===== src/rtl/water_level_ctrl.sv =====
// Lock-chamber water level controller: a bounded up/down level counter paced by
// fill/drain prescalers. A three-state FSM (IDLE/RAISE/LOWER) drives it.
module water_level_ctrl #(
    parameter int unsigned LEVEL_W     = 8,
    parameter int unsigned LEVEL_MAX   = 80,
    parameter int unsigned HIGH_TH     = 75,
    parameter int unsigned LOW_TH      = 5,
    parameter int unsigned FILL_DIV    = 1,
    parameter int unsigned DRAIN_DIV   = 1,
    parameter int unsigned RESET_LEVEL = 0
) (
    input  logic               clk,
    input  logic               reset,
    input  logic               w_up,
    input  logic               w_down,
    input  logic               w_stop,
    output logic [LEVEL_W-1:0] level,
    output logic               water_high,
    output logic               water_low,
    output logic               busy,
    output logic               done
);

    localparam int unsigned DIV_MAX = (FILL_DIV > DRAIN_DIV) ? FILL_DIV : DRAIN_DIV;
    localparam int unsigned DIV_W   = (DIV_MAX > 1) ? $clog2(DIV_MAX) : 1;

    localparam logic [DIV_W-1:0]   FILL_LAST  = DIV_W'(FILL_DIV - 1);
    localparam logic [DIV_W-1:0]   DRAIN_LAST = DIV_W'(DRAIN_DIV - 1);
    localparam logic [LEVEL_W-1:0] LVL_MAX    = LEVEL_W'(LEVEL_MAX);
    localparam logic [LEVEL_W-1:0] LVL_HIGH   = LEVEL_W'(HIGH_TH);
    localparam logic [LEVEL_W-1:0] LVL_LOW    = LEVEL_W'(LOW_TH);
    localparam logic [LEVEL_W-1:0] LVL_RESET  = LEVEL_W'(RESET_LEVEL);

    typedef enum logic [1:0] {
        IDLE,
        RAISE,
        LOWER
    } state_t;

    state_t             state_q, state_d;
    logic [DIV_W-1:0]   div_cnt, div_d;
    logic [LEVEL_W-1:0] level_d;
    logic               done_d;

    // State, level, prescaler and done pulse are all registered together.
    always_ff @(posedge clk or negedge reset) begin
        if (!reset) begin
            state_q <= IDLE;
            level   <= LVL_RESET;
            div_cnt <= '0;
            done    <= 1'b0;
        end else begin
            state_q <= state_d;
            level   <= level_d;
            div_cnt <= div_d;
            done    <= done_d;
        end
    end

    always_comb begin
        state_d = state_q;
        level_d = level;
        div_d   = div_cnt;
        done_d  = 1'b0;
        case (state_q)
            IDLE: begin
                div_d = '0;
                if (w_up && !w_down && level != LVL_MAX) begin
                    state_d = RAISE;
                end else if (w_down && !w_up && level != '0) begin
                    state_d = LOWER;
                end
            end
            RAISE: begin
                if (w_stop) begin
                    state_d = IDLE;
                    div_d   = '0;
                end else if (w_down && !w_up) begin
                    state_d = LOWER;
                    div_d   = '0;
                end else if (div_cnt == FILL_LAST) begin
                    div_d   = '0;
                    level_d = level + 1'b1;
                    // Reaching the top ends the fill on the same edge as the step.
                    if (level_d == LVL_MAX) begin
                        state_d = IDLE;
                        done_d  = 1'b1;
                    end
                end else begin
                    div_d = div_cnt + 1'b1;
                end
            end
            LOWER: begin
                if (w_stop) begin
                    state_d = IDLE;
                    div_d   = '0;
                end else if (w_up && !w_down) begin
                    state_d = RAISE;
                    div_d   = '0;
                end else if (div_cnt == DRAIN_LAST) begin
                    div_d   = '0;
                    level_d = level - 1'b1;
                    if (level_d == '0) begin
                        state_d = IDLE;
                        done_d  = 1'b1;
                    end
                end else begin
                    div_d = div_cnt + 1'b1;
                end
            end
            default: begin
                state_d = IDLE;
                div_d   = '0;
            end
        endcase
    end

    always_comb begin
        busy       = (state_q != IDLE);
        water_high = (level >= LVL_HIGH);
        water_low  = (level <= LVL_LOW);
    end

endmodule


===== config.mk =====
export PLATFORM = sky130hd
export DESIGN_NAME = water_level_ctrl
export DESIGN_NICKNAME = d
export VERILOG_FILES = /design/src/rtl/water_level_ctrl.sv
export SDC_FILE = /design/constraint.sdc
export NUM_CORES = 1
export LEC_CHECK = 0
export CORE_MARGIN = 2
export CORE_UTILIZATION = 55
export DETAILED_ROUTE_END_ITERATION = 8
export HOLD_SLACK_MARGIN = 0.02
export PLACE_DENSITY = 0.8
export SLEW_MARGIN = 10
export SYNTH_ARGS = -nofsm -noshare
export SYNTH_HDL_FRONTEND = slang
export SYNTH_SLANG_ARGS = --single-unit

===== constraint.sdc =====
create_clock -name clk -period 3.76 [get_ports clk]
set_input_delay 0.94 -clock clk [delete_from_list [all_inputs] [get_ports clk]]
set_output_delay 0.94 -clock clk [all_outputs]
set_load 0.02 [all_outputs]

==> summary.md, run 1 <==
| Metric | Value |
|---|---|
| Synth Instances | `130` |
| Crit path kind | `reg2out` |
| Clock buffer depth | `2` |
| Critical Path Start Type | `register` |
| Final Util | `65.7%` |
| Final slew viol count | `0` |
| CTS root buffer | `clkbuf_4` |
| CTS tree | `built` |
| Synth Area in Simple Gates | `27.6%` |
| Fillers | `179` |
| Final Hold Viols | `0` |
| Largest family of logic cells by synthesized area | `simple AND/OR/NAND/NOR gates` |
| Critical Path Sink Type | `output pin` |
| Hold path endpoint | `state_q[0]$_DFFE_PN0P_` |
| DR iter-0 viols | `36` |
| Final Cycle Share | `84.0%` |
| Port Buf Inserts | `16` |
| Inserted Diodes | `0` |
| R2r worst-path depth | `5` |
| Rows | `16` |
| Worst-Margin Slew | `0.533 ns` |
| Synth Register Bits | `11` |
| Initial antenna violation count | `0` |
| Slew HR | `64.5%` |
| Core area | `1940 µm²` |
| P&R area growth vs syn | `13.0%` |
| Hold Crit Class | `reg2reg` |
| Clock slew at reported path FFs | `0.08 ns` |
| CTS Hold Bufs | `0` |
| Hpwl dp | `1810 µm` |
| Total Routing Usage GR | `23.1%` |
| Drt pass-1 iters | `4` |
| Share of layout cells above drive strength 1 | `7.86%` |
| HP Start | `state_q[0]$_DFFE_PN0P_` |
| Total Nets Final | `155` |
| Syn avg cell area | `8.68 µm²` |
| Fin Setup TNS | `0 ns` |
| Largest net degree at the start of global routing | `17` |
| First-pass GRT wire length | `4360 µm` |
| Remaining antenna violation count | `0` |
| Worst path arrival time | `2.22 ns` |
| Starting Density | `58.1%` |
| Die ar. | `2430 µm²` |
| Synth Flop Type | `dfrtp_1` |
| TritonCTS buffer count | `3` |
| Reg2reg start | `level[4]$_DFFE_PN0P_` |
| H-tree depth | `1` |
| Final setup skew | `0.00693 ns` |
| DR vias | `1008` |
| GPL Wtd Cong | `0.885` |
| Syn Nets | `144` |
| Post-synth EDFFs | `0` |
| Yosys cell types | `49` |
| Die Span Y | `49.3 µm` |
| Detailed Route WL | `2550 µm` |
| Max frequency | `0.317 GHz` |
| Postcts setup bufs | `0` |
| Leakage | `0.553 nW` |
| Outcome | `finished clean` |
| Post-Synth Adder-Cell Area | `9.98%` |
| Seq/Total Area, Yosys | `24.4%` |
| Crit Path Max Fanout | `13` |
| Clock sink count | `11` |
| XOR/XNOR Fraction of Synth Area | `6.21%` |
| Vias in the first global route | `957` |
| Hold path cells | `2` |
| Final setup fails | `0` |
| Post-CTS resize count | `0` |
| RSZ-0062 raised after global routing | `no` |
| Reg2reg end | `state_q[1]$_DFFE_PN0P_` |
| WL/cell | `15.2 µm` |
| Fin crit period | `3.16 ns` |
| Power per cell area | `797 nW/µm²` |
| Post-synthesis mux area share | `2.66%` |
| Vias per cell | `6.04` |
| Post-synthesis compound-gate area fraction | `20.3%` |
| Die width | `49.3 µm` |
| Hold Worst Slack | `0.630 ns` |
| Syn Std Cell Area | `1130 µm²` |
| Grt total ovfl | `0` |
| Skew-Pair Late Insertion Delay | `0.28 ns` |
| Post-route DRC | `0` |
| CP required | `2.82 ns` |
| Worst IR Drop VDD | `0.542 mV` |
| YS warnings | `0` |
| Reg2Reg Setup Slack | `1.36 ns` |
| Max Cap Viol | `0` |
| Share of flip-flops with an asynchronous set or reset | `100%` |
| Boundary Pins | `17` |
-- synthesized netlist by cell type (all sizes together) (2+ instances only) --
| cell type | count | area share, % |
|---|---|---|
| nand2b | 2 | 1.1 |
| clkbuf | 6 | 2.9 |
| and3 | 2 | 1.1 |
| or4 | 2 | 2.0 |
| o311ai | 2 | 1.6 |
| a21oi | 6 | 2.7 |
| nor4 | 2 | 1.1 |
| and3b | 2 | 1.6 |
| o211ai | 2 | 1.3 |
| o21ai | 4 | 1.8 |
| nand4b | 2 | 1.6 |
| nand4 | 3 | 1.7 |
| o21a | 3 | 2.0 |
| ha | 9 | 10 |
| or3 | 2 | 1.1 |
| mux2i | 3 | 2.7 |
| inv | 7 | 2.3 |
| a31oi | 3 | 1.7 |
| xnor2 | 2 | 1.6 |
| dfrtp | 11 | 24 |
| nand3 | 3 | 1.3 |
| nor3 | 3 | 1.3 |
| o31ai | 2 | 1.3 |
| nor2 | 9 | 3.0 |
| xor2 | 6 | 4.7 |
| nor3b | 2 | 1.3 |
| buf | 2 | 1.7 |
| nor2b | 6 | 3.3 |
| a21o | 2 | 1.4 |
| nand2 | 3 | 1.0 |
| a211oi | 2 | 1.3 |
-- stage by stage --
step	worst slack [ns]	total power [mW]	instances	area, µm²
after floorplan	0.759	0.749	130	1130
after global placement	0.944	0.905	163	1250
after detailed placement	0.935	0.923	163	1250
after CTS	0.601	1.02	167	1270
after global routing	0.490	1.10	167	1270
final	0.601	1.02	167	1270
-- where the power goes --
part | internal, mW | switching, mW
Clock | 0.0412 | 0.0467
Sequential | 0.164 | 0.132
Combinational | 0.298 | 0.335
-- logic make-up (layout without fill, tap and decap cells) --
kind of cell / after synthesis / in the layout
flops: 11 / 11
xor+xnor: 8 / 8
simple gates: 50 / 50
buf+inv: 17 / 27
compound gates: 32 / 32
mux: 3 / 3
fa+ha+maj: 9 / 9
-- final cells by class --
cell class | count | area (µm²) | share of cell area (%)
Clock buffer | 4 | 26.3 | 2.06
Inverter | 7 | 26.3 | 2.06
Multi-Input combinational cell | 102 | 753 | 59.1
Sequential cell | 11 | 275 | 21.6
Tap cell | 27 | 33.8 | 2.65
Timing Repair Buffer | 16 | 160 | 12.6
-- routing by layer --
layer	part of all wire [%]	wire (µm)	track usage, %	up-vias
li1	-	-	-	495
met1	45	1140	29.6	472
met2	48	1220	37.8	35
met3	4.9	125	3.07	6
met4	2.0	51	11.4	0
met5	0	0	0	-
-- layout by cell type, fill, tap and decap left out, types with 2 or more instances in the layout --
cell / netlist / final
clkbuf_4: 0 / 3
or4_4: 2 / 2
nand3_1: 3 / 3
xnor2_1: 2 / 2
ha_1: 9 / 9
a211oi_1: 2 / 2
o311ai_1: 2 / 2
nand4b_1: 2 / 2
nor2b_1: 6 / 6
nor3b_1: 2 / 2
xor2_1: 6 / 6
o211ai_1: 2 / 2
o21a_1: 3 / 3
and3_1: 2 / 2
and3b_1: 2 / 2
o21ai_0: 4 / 4
o31ai_1: 2 / 2
mux2i_1: 3 / 3
nand2b_1: 2 / 2
nand2_1: 3 / 3
clkdlybuf4s50_1: 0 / 16
dfrtp_1: 11 / 11
or3_1: 2 / 2
nor3_1: 3 / 3
nor4_1: 2 / 2
a21oi_1: 6 / 6
nand4_1: 3 / 3
inv_1: 7 / 7
nor2_1: 9 / 9
a31oi_1: 3 / 3
-- critical path, stage by stage, from the launching register on --
cell	delay, ns
dfrtp_1	0.53
or4_4	0.59
nor3_1	0.19
clkdlybuf4s50_1	0.63
-- flip-flops by register name, indices dropped and copies added (netlist names) --
| register | flops |
|---|---|
| level | 8 |
| state_q | 2 |
| done | 1 |
-- worst max-delay path by stage --
stage	cells past startpoint	slack [ns]	endpoint	start
after CTS	3	0.60	water_low	level[4]$_DFFE_PN0P_
final	3	0.60	water_low	level[4]$_DFFE_PN0P_
after global routing	5	0.49	water_high	level[0]$_DFFE_PN0P_
after global placement	3	0.94	water_low	level[4]$_DFFE_PN0P_
after floorplan	6	0.76	water_low	level[1]$_DFFE_PN0P_
after detailed placement	5	0.94	water_high	level[0]$_DFFE_PN0P_
Note: power is estimated with default switching activity, not from simulation.
==> inputs of run 2 (changes only) <==
--- a/config.mk
+++ b/config.mk
@@ -6,10 +6,10 @@
 export NUM_CORES = 1
 export LEC_CHECK = 0
 export CORE_MARGIN = 2
-export CORE_UTILIZATION = 55
+export CORE_UTILIZATION = 48
 export DETAILED_ROUTE_END_ITERATION = 8
 export HOLD_SLACK_MARGIN = 0.02
-export PLACE_DENSITY = 0.8
+export PLACE_DENSITY = 0.74
 export SLEW_MARGIN = 10
 export SYNTH_ARGS = -nofsm -noshare
 export SYNTH_HDL_FRONTEND = slang
==> constraint.sdc (replaced) <==
create_clock -name clk -period 2.7 [get_ports clk]
set_input_delay 0.675 -clock clk [delete_from_list [all_inputs] [get_ports clk]]
set_output_delay 0.675 -clock clk [all_outputs]
set_load 0.02 [all_outputs]
==> summary.md, run 2 (synthesis results as in run 1) <==
| Metric | Value |
|---|---|
| Commonest non-fill, non-tap cells in the layout | `14 x clkdlybuf4s50_1, 10 x dfrtp_1, 9 x nor2_1, 9 x ha_1` |
| Die Span Y | `52.5 µm` |
| Worst-path cell chain | `ha_1 -> o21ai_0 -> a21oi_1 -> or2_2 -> dlygate4sd2_1` |
| Boundary Pins | `17` |
| Final slew viol count | `0` |
| Grt total ovfl | `0` |
| Final Cycle Share | `96.1%` |
| Largest registers | `level: 8 flops, state_q: 2 flops, done: 1 flops` |
| R2r worst-path depth | `6` |
| Worst path arrival time | `1.92 ns` |
| Total Routing Usage GR | `23.8%` |
| Top reg by flops | `level` |
| Hold path cells | `2` |
| Hold Crit Class | `reg2reg` |
| Fin Setup TNS | `0 ns` |
| Rows | `17` |
| Initial antenna violation count | `0` |
| H-tree depth | `1` |
| RSZ-0062 raised after global routing | `no` |
| HP Start | `state_q[0]$_DFFE_PN0P_` |
| Detailed Route WL | `2830 µm` |
| Final setup skew | `0.00871 ns` |
| Worst IR Drop VDD | `0.776 mV` |
| Reg2reg start | `level[0]$_DFFE_PN0P_` |
| Crit Path Max Fanout | `7` |
| Max frequency | `0.385 GHz` |
| CTS root buffer | `clkbuf_4` |
| TritonCTS buffer count | `3` |
| Skew-Pair Late Insertion Delay | `0.29 ns` |
| Hpwl dp | `2090 µm` |
| Clock buffer depth | `2` |
| Inserted Diodes | `0` |
| Post-route DRC | `0` |
| Critical Path Start Type | `register` |
| Critical Path Sink Type | `output pin` |
| Clock slew at reported path FFs | `0.08 ns` |
| Starting Density | `51.0%` |
| Crit-path slowest cell | `dfrtp_1` |
| First-pass GRT wire length | `4650 µm` |
| DR vias | `1066` |
| Clock sink count | `11` |
| Largest net degree at the start of global routing | `14` |
| Final setup fails | `0` |
| Max reg flops | `8` |
| Reg2reg end | `state_q[1]$_DFFE_PN0P_` |
| P&R area growth vs syn | `18.6%` |
| Reg2Reg Setup Slack | `0.39 ns` |
| Crit path kind | `reg2out` |
| CTS tree | `built` |
| CP top delay family | `flip-flops` |
| Slew HR | `63.4%` |
| Outcome | `finished clean` |
| WL/cell | `16.2 µm` |
| Critical path buffers and inverters | `1` |
| Power per cell area | `1130 nW/µm²` |
| Final Hold Viols | `0` |
| Hold path endpoint | `state_q[0]$_DFFE_PN0P_` |
| Slowest Stage Delay on Critical Path | `0.47 ns` |
| DR iter-0 viols | `62` |
| GPL Wtd Cong | `0.808` |
| Die width | `52.5 µm` |
| Share of layout cells above drive strength 1 | `15.0%` |
| Worst-Margin Slew | `0.547 ns` |
| Core area | `2210 µm²` |
| Port Buf Inserts | `16` |
| Max Cap Viol | `0` |
| Fin crit period | `2.59 ns` |
| Vias per cell | `6.09` |
| Total Nets Final | `162` |
| CP required | `2.03 ns` |
| Leakage | `0.600 nW` |
| Most common cell after layout, fill and taps aside | `clkdlybuf4s50_1` |
| Die ar. | `2760 µm²` |
| Remaining antenna violation count | `0` |
| Final Util | `60.5%` |
| Vias in the first global route | `969` |
| Drt pass-1 iters | `4` |
[run 2: worst max path at each step]
stage | cells past startpoint | slack, ns | to | start
6_report | 5 | 0.11 | water_high | level[0]$_DFFE_PN0P_
5_1_grt | 5 | 0.02 | water_high | level[0]$_DFFE_PN0P_
4_1_cts | 5 | 0.11 | water_high | level[0]$_DFFE_PN0P_
3_5_place_dp | 5 | 0.26 | water_high | level[0]$_DFFE_PN0P_
3_3_place_gp | 5 | 0.29 | water_high | level[0]$_DFFE_PN0P_
2_1_floorplan | 8 | 0.04 | state_q[1]$_DFFE_PN0P_ | level[1]$_DFFE_PN0P_
[run 2: tightest hold or removal path, cell delays in order, from the launching register on]
cell     delay, ns
dfrtp_1       0.43
o31ai_1       0.10
nand3_1       0.07
[run 2: layout make-up]
type                            count  area [µm²]
Tap cell                           28        35.0
Clock inverter                      1        5.00
Inverter                            7        26.3
Sequential cell                    11         277
Timing Repair Buffer               23         210
Clock buffer                        3        22.5
Multi-Input combinational cell    102         763
Fill cell                         209         873
[run 2: timing repair]
action / in CTS / in global routing
setup buffers: 0 / 0
gates resized for setup: 3 / 0
endpoints found under the hold margin: 0 / 0
endpoints found under the setup margin: 2 / 0
hold buffers: 0 / 0
[run 2: stage by stage]
step                hold slack, ns  area (µm²)  power [mW]  std cells  setup slack [ns]
floorplan                    0.379        1130        1.05        130            0.0420
global placement             0.591        1310        1.35        171             0.289
detailed placement           0.607        1310        1.38        171             0.264
CTS                          0.627        1340        1.50        175             0.106
global route                 0.681        1340        1.63        175            0.0155
finish                       0.631        1340        1.51        175             0.105
[run 2: per-layer routing]
metal	track usage (%)	wire length, µm	share of wire, %
met1	32.1	1270	45
met3	2.57	151	5.3
met2	37.1	1350	48
met4	12.4	55	1.9
met5	0	0	0
[run 2: power by group]
group,switching (mW),total [mW],internal [mW],leakage (nW)
registers,0.0941,0.326,0.232,0.135
clock network,0.0655,0.121,0.0551,0.0177
logic,0.599,1.06,0.466,0.447
total,0.758,1.51,0.752,0.600
==> inputs of run 3 (changes only) <==
==> constraint.sdc (replaced) <==
create_clock -name clk -period 2.7 [get_ports clk]
set_input_delay 0.675 -clock clk [delete_from_list [all_inputs] [get_ports clk]]
set_output_delay 0.675 -clock clk [all_outputs]
set_load 0.1 [all_outputs]
==> summary.md, run 3 (synthesis results as in run 1) <==
| Metric | Value |
|---|---|
| Outcome | `finished clean` |
| Reg2reg end | `state_q[0]$_DFFE_PN0P_` |
| DR iter-0 viols | `26` |
| Remaining antenna violation count | `0` |
| Dpl cell area | `1290 µm²` |
| CTS Hold Bufs | `0` |
| Final Cycle Share | `95.2%` |
| Rows | `17` |
| Fin crit period | `2.57 ns` |
| Crit Path Max Fanout | `14` |
| WL/cell | `15.1 µm` |
| Postcts setup bufs | `0` |
| Max Cap Viol | `0` |
| Metal-1 WL | `1170 µm` |
| Final setup fails | `0` |
| Total placed cells including tap cells | `166` |
| Port Buf Inserts | `16` |
| Hold path cells | `1` |
| Hold path endpoint | `level[5]$_DFFE_PN0P_` |
| Die width | `52.5 µm` |
| Skew-Pair Late Insertion Delay | `0.29 ns` |
| Boundary Pins | `17` |
| Reg2Reg Setup Slack | `0.36 ns` |
| RSZ-0062 raised after global routing | `no` |
| Largest registers | `level: 8 flops, state_q: 2 flops, done: 1 flops` |
| Post-route DRC | `0` |
| DR vias | `1031` |
| Max reg flops | `8` |
| Inserted Diodes | `0` |
| HP Start | `level[5]$_DFFE_PN0P_` |
| Initial antenna violation count | `0` |
| CP required | `2.03 ns` |
| R2r worst-path depth | `5` |
| Clock sink count | `11` |
| Design Area, Final | `1310 µm²` |
| Final slew viol count | `0` |
| Clock slew at reported path FFs | `0.09 ns` |
| Final Hold Viols | `0` |
| Core area | `2210 µm²` |
| P&R area growth vs syn | `16.3%` |
| Most common cell after layout, fill and taps aside | `buf_4` |
| Hold Crit Class | `reg2reg` |
| Detailed Route WL | `2570 µm` |
| GPL Wtd Cong | `0.853` |
| Max layer used | `met4` |
| Vias per cell | `6.06` |
| Reg2reg start | `level[4]$_DFFE_PN0P_` |
| Share of layout cells above drive strength 1 | `23.2%` |
| Worst-Margin Slew | `0.534 ns` |
| Largest net degree at the start of global routing | `16` |
| Critical Path Sink Type | `output pin` |
| Die ar. | `2760 µm²` |
| Total Routing Usage GR | `21.8%` |
| Final setup skew | `0.00682 ns` |
| First-pass GRT wire length | `4450 µm` |
| Drt pass-1 iters | `4` |
| Vias in the first global route | `936` |
| Total Nets Final | `157` |
| Worst setup startpoint | `level[0]$_DFFE_PN0P_` |
| Top reg by flops | `level` |
| TritonCTS buffer count | `3` |
| Slew HR | `64.3%` |
| Post-CTS resize count | `0` |
| Starting Density | `51.0%` |
| Crit path kind | `reg2out` |
| Max frequency | `0.389 GHz` |
| Metal2 WL | `1200 µm` |
| Finished Layout Cells | `170` |
| Commonest non-fill, non-tap cells in the layout | `12 x buf_4, 9 x nor2_1, 9 x ha_1` |
| Final Util | `59.3%` |
| Met3 routed WL | `177 µm` |
| Critical Path Start Type | `register` |
| Hpwl dp | `1920 µm` |
| Worst path arrival time | `1.89 ns` |
| Grt total ovfl | `0` |
| CTS root buffer | `clkbuf_4` |
| Fillers | `204` |
| Clock buffer depth | `2` |
| CTS tree | `built` |
| Die Span Y | `52.5 µm` |
| H-tree depth | `1` |
[run 3: changes by cell type in the layout (fill, tap and decap cells not counted), moves of 2 or more]
cell,change
dfrtp_4,+3
dfrtp_2,+2
clkdlybuf4s50_1,-10
dfrtp_1,-5
dlygate4sd2_1,-2
buf_12,+2
buf_4,+5
[run 3: final cells by class]
type	count	area (µm²)	area share [%]
timing repair buffer	18	170	13.0
tap	28	35.0	2.67
clock buffer	4	26.3	2.00
inverter	7	26.3	2.00
multi-input combinational	102	764	58.2
sequential	11	290	22.1
[run 3: worst max-delay path by stage]
stage          slack (ns)                endpoint  cells past startpoint
3_5_place_dp         0.37  state_q[0]$_DFFE_PN0P_                      5
6_report             0.13               water_low                      5
2_1_floorplan       -0.03               water_low                      3
3_3_place_gp         0.38  state_q[1]$_DFFE_PN0P_                      6
5_1_grt              0.01               water_low                      5
4_1_cts              0.13               water_low                      5
[run 3: routing by layer]
metal / track usage [%] / up-vias
li1: - / 502
met1: 31.9 / 483
met2: 32.1 / 43
met3: 4.00 / 3
met4: 6.41 / 0
met5: 0 / -
[run 3: critical path: stages, from the launching register on]
cell and delay [ns]:
dfrtp_4 0.51, inv_1 0.08, ha_1 0.30, nor3b_1 0.43, nor3_4 0.09, buf_12 0.18
[run 3: through the flow]
step	hold WS, ns	setup WS (ns)	TNS (ns)
global route	0.618	0.0119	0
finish	0.594	0.131	0
detailed placement	0.574	0.371	0
global placement	0.564	0.375	0
CTS	0.588	0.130	0
floorplan	0.379	-0.0314	-0.0314
Power of run 3 is not shown: default switching activity piles up to over one toggle a cycle in this logic, so the estimate is an artifact.
==> RTL edit: new RTL, config.mk and constraints of run 2 <==
Change the parameter `LEVEL_W` from 8 to 12.
--- a/src/rtl/water_level_ctrl.sv
+++ b/src/rtl/water_level_ctrl.sv
@@ -2,5 +2,5 @@
 // fill/drain prescalers. A three-state FSM (IDLE/RAISE/LOWER) drives it.
 module water_level_ctrl #(
-    parameter int unsigned LEVEL_W     = 8,
+    parameter int unsigned LEVEL_W     = 12,
     parameter int unsigned LEVEL_MAX   = 80,
     parameter int unsigned HIGH_TH     = 75,
Interface: changed (resized level); port bits go from 17 to 21. The function was not compared with the original's and may differ.
==> RTL edit against run 2 <==
Clock power rose by 14%. Worst hold slack got worse by 0.052 ns. Highest routed layer unchanged. Final area rose by 43%. Sequential share of layout area fell by 0.76 points. Maximum frequency rose by 0.92%. Sequential cell count rose by 4. Count of clock-buffer cells in the layout rose by 1. Total power rose by 46%. Routed wire length rose by 46%. Worst setup slack improved by 0.024 ns. Area after synthesis rose by 34%. Core utilization rose by 2.6 points.
==> RTL edit: results (changes against run 2) <==
| Metric | Value |
|---|---|
| Synth Area in XOR/XNOR | `0.0866 (+0.0245)` |
| Top cells by area, synth | `dfrtp_1 25%, ha_1 6.6%, nand2_1 5.7%` |
| Gpl congestion | `0.945 (+17%)` |
| Max clock buf depth | `2 (unchanged)` |
| Mux contribution to synthesized area | `0.0206 (-0.00600)` |
| Port Buffers | `20 (+4)` |
| CP Launch Point | `level[6]` |
| Compound-Gate Fraction of Synth Area | `0.177 (-0.0256)` |
| Register area share after synthesis | `0.247 (+0.00342)` |
| Shortest clock period the worst path allows after layout | `2.57 ns (-0.0235 ns)` |
| Final antenna-violating net count | `0 (unchanged)` |
| Biggest regs | `level x12, state_q x2, done x1` |
| Share of flip-flops with an asynchronous set or reset | `1.00 (unchanged)` |
| P_leak | `0.000754 uW (+26%)` |
| Crit Path Max Fanout | `10 (+3)` |
| Vias per inst | `5.85 (-4.0%)` |
| R2R Setup Slk | `0.13 ns (-0.26 ns)` |
| Outcome | `completed` |
| Post-Synth Adder-Cell Area | `0.0660 (-0.0338)` |
| First-pass GRT wire length | `6890 um (+48%)` |
| Initial antenna violation count | `0 (unchanged)` |
| R2R Path End | `state_q[1]` |
| Cts bufs inserted | `3 (unchanged)` |
| Peak supply drop | `0.622 mV (-20%)` |
| Final nets | `237 (+46%)` |
| Reg clk slew, reported paths | `0.09 ns` |
| ANT cells | `0 (unchanged)` |
| Total track usage | `0.255 (+0.0170)` |
| YS warnings | `0 (unchanged)` |
| Dpl cell area | `1850 um2 (+41%)` |
| FF-to-FF path depth | `5 (-1)` |
| Worst slew margin | `0.518 (-0.116)` |
| Post-synthesis cell type count | `50 (+2.0%)` |
| Starting DRT DRC Count | `95 (+53%)` |
| Fillers | `262 (+25%)` |
| HP Class | `reg2reg` |
| Post-Place Setup Slack | `0.0676 ns (-0.196 ns)` |
| Skew-Pair Late Insertion Delay | `0.29 ns (about the same)` |
| Synth top cells by count | `23 x nand2_1, 17 x nor2_1, 15 x dfrtp_1, 9 x inv_1, 9 x nor3_1` |
| Root Buffer | `clkbuf_4` |
| Vias in the first global route | `1516 (+56%)` |
| Mapped Nets | `205 (+42%)` |
| Final wirelength | `4150 um (+46%)` |
| WL/cell | `15.5 um (-4.1%)` |
| Clk_skew | `0.00863 ns (-0.0000786 ns)` |
| CP Capture Point | `state_q[1]` |
| First-pass iteration count of the detailed router | `4 (unchanged)` |
| H-tree depth | `1 (unchanged)` |
| Largest net degree at the start of global routing | `16 (+2)` |
| Share of cells above drive strength 1 | `0.211 (+0.0611)` |
| Syn Inst Count | `192 (+48%)` |
| Placed insts | `261 (+53%)` |
| Crit path arrival time | `2.74 ns (+0.82 ns)` |
| Hpwl dp | `3150 um (+51%)` |
## RTL edit: worst min path at each step
stage	from	end	depth (start not counted)	slack [ns]
after floorplan	reset	done	0	0.38
after global placement	state_q[1]	state_q[1]	1	0.53
after detailed placement	state_q[1]	state_q[1]	1	0.55
after CTS	state_q[1]	state_q[1]	1	0.58
after global routing	state_q[1]	state_q[1]	1	0.63
final	state_q[1]	state_q[1]	1	0.58
## RTL edit: power by group
group | switching (uW) | internal, uW
Clock | 80.5 | 57.4
Sequential | 180 | 324
Combinational | 845 | 726
Total | 1110 | 1110
## RTL edit: cell families after synthesis
family | count (synthesis)
xor+xnor | 15
fa+ha+maj | 8
mux | 3
buf+inv | 24
flops | 15
compound gates | 35
simple gates | 92
## RTL edit: what timing repair did
item	in CTS	in global routing
endpoints found under the setup margin	2	3
pin swaps	0	0
resized for setup	3	8
hold endpoints to repair	0	0
buffers inserted	0	2
## RTL edit: layer usage
| layer | wire length, um | global-route usage |
|---|---|---|
| met5 | 0 | 0 |
| met2 | 2060 | 0.436 |
| met4 | 58 | 0.0857 |
| met3 | 239 | 0.0281 |
| met1 | 1790 | 0.329 |
## RTL edit: layout make-up
cell class              instances  area, um2  area share
clock buffers                   4       26.3      0.0137
inverters                       9       33.8      0.0177
multi-input cells             153       1050       0.551
flip-flops and latches         15        380       0.199
well taps                      44       55.1      0.0288
repair buffers                 42        363       0.190
## RTL edit: critical path, stage by stage (launching register included)
cell and delay (ns):
dfrtp_1 0.55, or4b_1 0.60, a221oi_2 0.35, o2111ai_2 0.26
a221oi_2 0.34, mux2_1 0.35
